<file path="src/rtl/pushit_mux.sv">
// pushit_mux: multi-channel event serializer into a byte-wide busy-gated sink.
// Define PUSHIT_CSUM_EN to append an XOR checksum byte to every record.
module pushit_mux #(
  parameter int NCH = 2,
  parameter int NUMW = 18,
  parameter int TIMEW = 36
) (
  input  logic                clk,
  input  logic                reset,
  input  logic [NCH-1:0]      ready,
  input  logic [NCH*NUMW-1:0] num,
  input  logic [TIMEW-1:0]    timenum,
  input  logic                busy,
  output logic [7:0]          data,
  output logic                write,
  output logic [NCH-1:0]      overrun
);
  localparam int NB = (NUMW + 7) / 8;
  localparam int TB = (TIMEW + 7) / 8;
  localparam int RB = 1 + NB + TB;
`ifdef PUSHIT_CSUM_EN
  localparam int LB = RB + 1;
`else
  localparam int LB = RB;
`endif
  localparam int CW = $clog2(LB + 1);
  localparam int SW = NCH > 1 ? $clog2(NCH) : 1;
  typedef enum logic [1:0] {IDLE, SEND, GAP} state_t;
  state_t state;
  logic [NCH-1:0] pend;
  logic [NCH-1:0] clr;
  logic [NUMW-1:0] hnum [NCH];
  logic [TIMEW-1:0] htime [NCH];
  logic [8*LB-1:0] sr;
  logic [8*LB-1:0] load;
  logic [8*RB-1:0] rec;
  logic [CW-1:0] cnt;
  logic [SW-1:0] sidx;
  logic grant;
  always_comb begin
    sidx = '0;
    for (int i = NCH - 1; i >= 0; i--) if (pend[i]) sidx = SW'(i);
  end
  assign grant = (state == IDLE) && |pend;
  assign clr = grant ? (NCH'(1) << sidx) : '0;
  assign rec = {4'hA, 4'(sidx), (8*NB)'(hnum[sidx]), (8*TB)'(htime[sidx])};
`ifdef PUSHIT_CSUM_EN
  logic [7:0] csum;
  always_comb begin
    csum = '0;
    for (int i = 0; i < RB; i++) csum = csum ^ rec[8*i +: 8];
  end
  assign load = {rec, csum};
`else
  assign load = rec;
`endif
  assign data = sr[8*LB-1 -: 8];
  // A channel being granted this cycle frees its slot, so a same-cycle strobe is a fresh capture
  always_ff @(posedge clk)
    for (int c = 0; c < NCH; c++)
      if (ready[c] && (!pend[c] || clr[c])) begin
        hnum[c] <= num[c*NUMW +: NUMW];
        htime[c] <= timenum;
      end
  always_ff @(posedge clk) begin
    if (reset) begin
      state <= IDLE;
      pend <= '0;
      overrun <= '0;
      sr <= '0;
      cnt <= '0;
      write <= 1'b0;
    end else begin
      pend <= ready | (pend & ~clr);
      overrun <= overrun | (ready & pend & ~clr);
      if (state == IDLE) begin
        if (grant) begin
          sr <= load;
          cnt <= CW'(LB);
          write <= !busy;
          state <= SEND;
        end
      end else if (state == SEND) begin
        if (write) begin
          sr <= sr << 8;
          cnt <= cnt - CW'(1);
          write <= 1'b0;
          state <= (cnt == CW'(1)) ? GAP : SEND;
        end else begin
          write <= !busy;
        end
      end else begin
        state <= IDLE;
      end
    end
  end
endmodule

</file>
<file path="config.mk">
export PLATFORM = sky130hd
export DESIGN_NAME = pushit_mux
export DESIGN_NICKNAME = d
export VERILOG_FILES = /design/src/rtl/pushit_mux.sv
export SDC_FILE = /design/constraint.sdc
export NUM_CORES = 1
export LEC_CHECK = 0
export CORE_MARGIN = 2
export CORE_UTILIZATION = 40
export CTS_CLUSTER_SIZE = 25
export DETAILED_ROUTE_END_ITERATION = 10
export MAX_ROUTING_LAYER = met4
export PLACE_DENSITY = 0.69
export SYNTH_ARGS = -nofsm -noshare
export SYNTH_HDL_FRONTEND = slang
export SYNTH_SLANG_ARGS = --single-unit
export TNS_END_PERCENT = 20
</file>
<file path="constraint.sdc">
create_clock -name clk -period 3.9 [get_ports clk]
set_input_delay 0.78 -clock clk [delete_from_list [all_inputs] [get_ports clk]]
set_output_delay 0.78 -clock clk [all_outputs]
set_load 0.005 [all_outputs]
</file>
# Yosys cells after proc, flatten, opt, wreduce, memory -nomap -nowiden
# Memories as Yosys holds them, arrays and structs flattened.
# Index checks and enable logic that the tools add are counted.
# classes
n_addsub	1
eq_ne	4
shift	1
mux	24
bitwise_logic	6
reduce_logical	15
# ops
op	n
72-bit two-way mux	4
4-bit two-way mux	4
2-bit two-way mux	6
1-bit two-way mux	10
2-bit bitwise AND	3
4-bit by 1-bit == test with 1-bit output, second input constant	1
2-bit OR	2
2-bit AND reduction	2
2-bit nonzero test	2
4-bit by 1-bit subtractor with 4-bit output, second input constant	1
1-bit logical AND	3
1-bit zero test	3
3-bit inequality test, second input constant	1
3-bit AND reduction	1
2-bit by 1-bit == test with 1-bit output, second input constant	1
2-bit zero test	1
1-bit logical OR	2
2-bit inequality test, second input constant	1
2-bit inverter	1
2-bit OR reduction	1
1-bit by 1-bit left shift with 2-bit output, first input constant	1
# word_totals
regBits	83
mem_bits_rw	108
in_bits	77
output_inout_bits	11
elab_cells	59
mem_count	2
# memory_table
name	words	width	rd	rd_clocked_by_memory_dff	write_ports	line_no	source
htime	2	36	1	0	2	33	logic [TIMEW-1:0] htime [NCH];
hnum	2	18	1	0	2	32	logic [NUMW-1:0] hnum [NCH];

# Depth between registers and ports, before layout
# logic_depth
word_depth	8
mapped_depth	7
depth_no_buf	5

# Worst setup path after synthesis
# OpenSTA, ideal clock, no wires.
# synth_path
kind	register to register
startpoint	reg state[1]
endpoint	mem hnum[0][0], enable pin
setup_time_ps	480
arrival_time_ps	3604
t_required_ps	3420
path_slack_ps	-184
stages_incl_launch_ff	7
path_buffers	4
period_less_slack_ps	4084
cell_sequence	dfxtp_1 > buf_6 > or2_1 > buf_2 > buf_6 > buf_6 > a21boi_1
# synth_rtl
element	line_no	source
from (decl)	29	state_t state;
from (signal assigned)	88	state <= (cnt == CW'(1)) ? GAP : SEND;
to (decl)	32	

# Worst setup path in the final report
# layout_path
startpoint	reg pend[0]
endpoint	reg sr[13]
# layout_between
elab_chain_len	4
word_cells_on_any_way	8
cone_classes	eq/ne (1); mux (3); reduce/logical (3); memory (1)
# layout_lines
element	line_no	source
from (decl)	30	logic [NCH-1:0] pend;
from (signal assigned)	74	pend <= ready | (pend & ~clr);
1-bit two-way mux / 2-bit OR reduction (equally long branches)	42, 44	
memory 2 x 36 bit / 1-bit logical AND (equally long branches)	-	
72-bit two-way mux / 2-bit inequality test (equally long branches)	-	
72-bit two-way mux / 3-bit AND reduction (equally long branches)	-	
to (signal assigned)	78	sr <= load;
to (signal assigned)	85	sr <= sr << 8;
to (decl)	34	logic [8*LB-1:0] sr;
# Several ways; a longest one is shown, not always the timed one. The select of a mux whose other input is x is not followed.
# A chain may end at the register's enable or synchronous reset.

==> flow_metrics.tcl <==
set metrics [dict create \
    outcome "finished, final reports clean" \
    rsz0062_at_grt "false" \
    first_pass_iters 6 \
    postRouteAntennaNets 0 \
    peakVddDrop_v 0.0003823 \
    power_frac_seq_pct 51.2 \
    synth_cells 654 \
    synth_ff_type "edfxtp_1" \
    p_int_mw 3.485 \
    cts_max_level 4 \
    p_switching_mw 1.209 \
    post-route-period-util_pct 60.85 \
    slew_headroom_pct 21.79 \
    grt_start_max_net_pins 74 \
    hp-class "flop to flop" \
    timing.rr.end "sr[13]" \
    start_util_pct 40.84 \
    finClkSkew_ns 0.008164 \
    p_leak_nw 3.324 \
    tns_ns 0 \
    comb_power_share_pct 11.9 \
    place_inst 934 \
    die_w_um 145.0 \
    yosysWarnings 0 \
    dp_hpwl_mm 10.84 \
    min_from "sr[65]" \
    async_flop_share_pct 0 \
    critPathLaunchType "flop" \
    power.share.clock_pct 36.9 \
    worstPathMaxFanout 73 \
    synthesis.nets 733 \
    fmax_mhz 421.4 \
    ctsHoldBuffers 0 \
    final.fill_count 1684 \
    via_per_inst 5.738 \
    num_rows 51 \
    critPathLaunch "pend[0]" \
    numCtsBuffers 17 \
    switching_share_pct 25.75 \
    post_dp_cell_area_um2 8865 \
    synth-edff-count 108 \
    yosysSeqAreaShare_pct 61.71 \
    cp_cell_sequence "nand2b_1 > buf_4 > a211oi_1 > o31ai_1" \
    drv_slew 0 \
    crit_arrival_ns 2.72 \
    cts_root_buf "clkbuf_16" \
    critPathRequiredTime_ns 4.25 \
    crit_type "flop to flop" \
    track_usage_pct 17.37 \
    wirelength_mm 17.58 \
    port_buffers 87 \
    die-area_um2 21010 \
    rr_worst_depth 4 \
    endpoint_kind "flop" \
    grt_pass1_wl_mm 28.27 \
    worst_pin_slew_ns 1.173 \
    path_buf_inv 1 \
    cpLargestDelayFamily "flip-flops" \
    cts_tree "built" \
    fin_area_um2 9453 \
    clkSinkCount 191 \
    synth_common_cells "edfxtp_1 (108), dfxtp_1 (83), o31ai_1 (70), o21ai_0 (49), a211oi_1 (48)" \
    ys_types 40 \
    synth_area_leaders "edfxtp_1 (41%), dfxtp_1 (21%), o31ai_1 (6.6%)" \
    synth_top_area_cell "edfxtp_1" \
    ys_ff_latch 191 \
    vias 5543 \
    ioPinCount 88 \
    p_per_area_nw_per_um2 496.5 \
    nNetsFinal 767 \
    syn2layout_area_growth_pct 18.94 \
    synth_area_per_cell_um2 12.15 \
    worst_hold_path.endpoint "sr[65]" \
    dieHeight_um 145.0 \
    post-synth-top-count-cell "edfxtp_1" \
    diodes 0 \
    post-route-min-period_ns 2.373 \
    clkSlewWorstSetupHoldPaths_ns 0.07 \
    r2r-start "pend[0]" \
    setup_viol 0 \
    clkLatencyLatePin_ns 0.44 \
    drive_above_1_share_pct 7.846 \
    hold_viol 0 \
    avgRoutedWirePerCell_um 18.19 \
    max_stage_delay_ns 1.11 \
    hold_depth 2 \
    grt_overflow 0 \
    post-route-drc-count 0 \
    antenna_found_initial 0 \
    crit_slowest_cell "dfxtp_2" \
    core_um2 19460 \
    grt_pass1_vias 5231 \
    drt_iter0_drc 513 \
    reg2reg_slack_ns 1.53 \
    synth_top_cell_area_share_pct 40.81 \
    place.gp.congestion 0.7989 \
    cts-resized-gates 0 \
    mappedNetlistArea_um2 7948 \
    clock_path_buffers 2 \
    instances_no_fill 966 \
    cts_setup_buffers 0 \
    maxCapViolCount 0 \
]
registers in the layout, summed over array words and instances, names as in the netlist:
signal,count
overrun,2
cnt,4
pend,2
state,2
hnum,36
write,1
sr,72
htime,72
worst min-delay path, cell delays in order, from the launching register on:
cell and delay, ns:
dfxtp_1 0.31, o31ai_1 0.06, a21oi_1 0.05
layout by cell type, fill, tap and decap left out, types with 25 or more instances in the layout:
cell / n
dfxtp_1: 81
clkdlybuf4s50_1: 87
o311ai_1: 46
and3b_1: 47
a211oi_1: 48
nand2_1: 25
o21ai_0: 49
edfxtp_1: 108
o31ai_1: 70
a21oi_1: 28
metal layers:
metal	share of wire [%]	vias up	GRT usage [%]
li1	-	2637	-
met1	47	2732	23.75
met2	47	154	26.02
met3	4.9	20	4.340
met4	0.93	0	4.406
met5	0	-	-
cell type report:
| type | count | area, um^2 | share of cell area, % |
|---|---|---|---|
| Clock inverter | 15 | 162.7 | 1.721 |
| Tap cell | 265 | 331.6 | 3.508 |
| Inverter | 9 | 33.78 | 0.3574 |
| Sequential cell | 191 | 4907 | 51.91 |
| Clock buffer | 17 | 425.4 | 4.500 |
| Multi-Input combinational cell | 369 | 2611 | 27.62 |
| Timing Repair Buffer | 100 | 980.9 | 10.38 |
cells by family after synthesis:
family	synth area share, %
multiplexers	0.1259
buffers and inverters	5.762
adder cells (fa/ha/maj)	0.3148
flip-flops	61.71
AO/OA/AOI/OAI	22.97
AND/OR/NAND/NOR	9.115
worst max path at each step:
stage,endpoint,depth (start not counted)
finish,sr[13],4
global route,sr[10],4
global placement,hnum[0][1],3
CTS,sr[11],4
floorplan,hnum[1][0],4
detailed placement,sr[8],5
stage by stage:
step	total power, mW	hold slack [ns]	setup WS, ns	utilization (%)
2_1_floorplan	2.790	0.4366	0.1115	-
3_3_place_gp	2.974	0.4465	1.420	45.55
3_5_place_dp	3.003	0.4580	1.352	45.55
4_1_cts	4.721	0.4680	1.484	48.57
5_1_grt	4.869	0.4812	1.303	48.57
6_report	4.694	0.4633	1.527	48.57
power groups by stage:
| stage | Combinational, mW | Sequential (mW) | Clock (mW) |
|---|---|---|---|
| 2_1_floorplan | 0.390 | 2.40 | 0 |
| 3_3_place_gp | 0.535 | 2.44 | 0 |
| 3_5_place_dp | 0.557 | 2.45 | 0 |
| 4_1_cts | 0.560 | 2.40 | 1.76 |
| 5_1_grt | 0.612 | 2.42 | 1.83 |
| 6_report | 0.558 | 2.40 | 1.73 |
(Power assumes the default switching activity.)
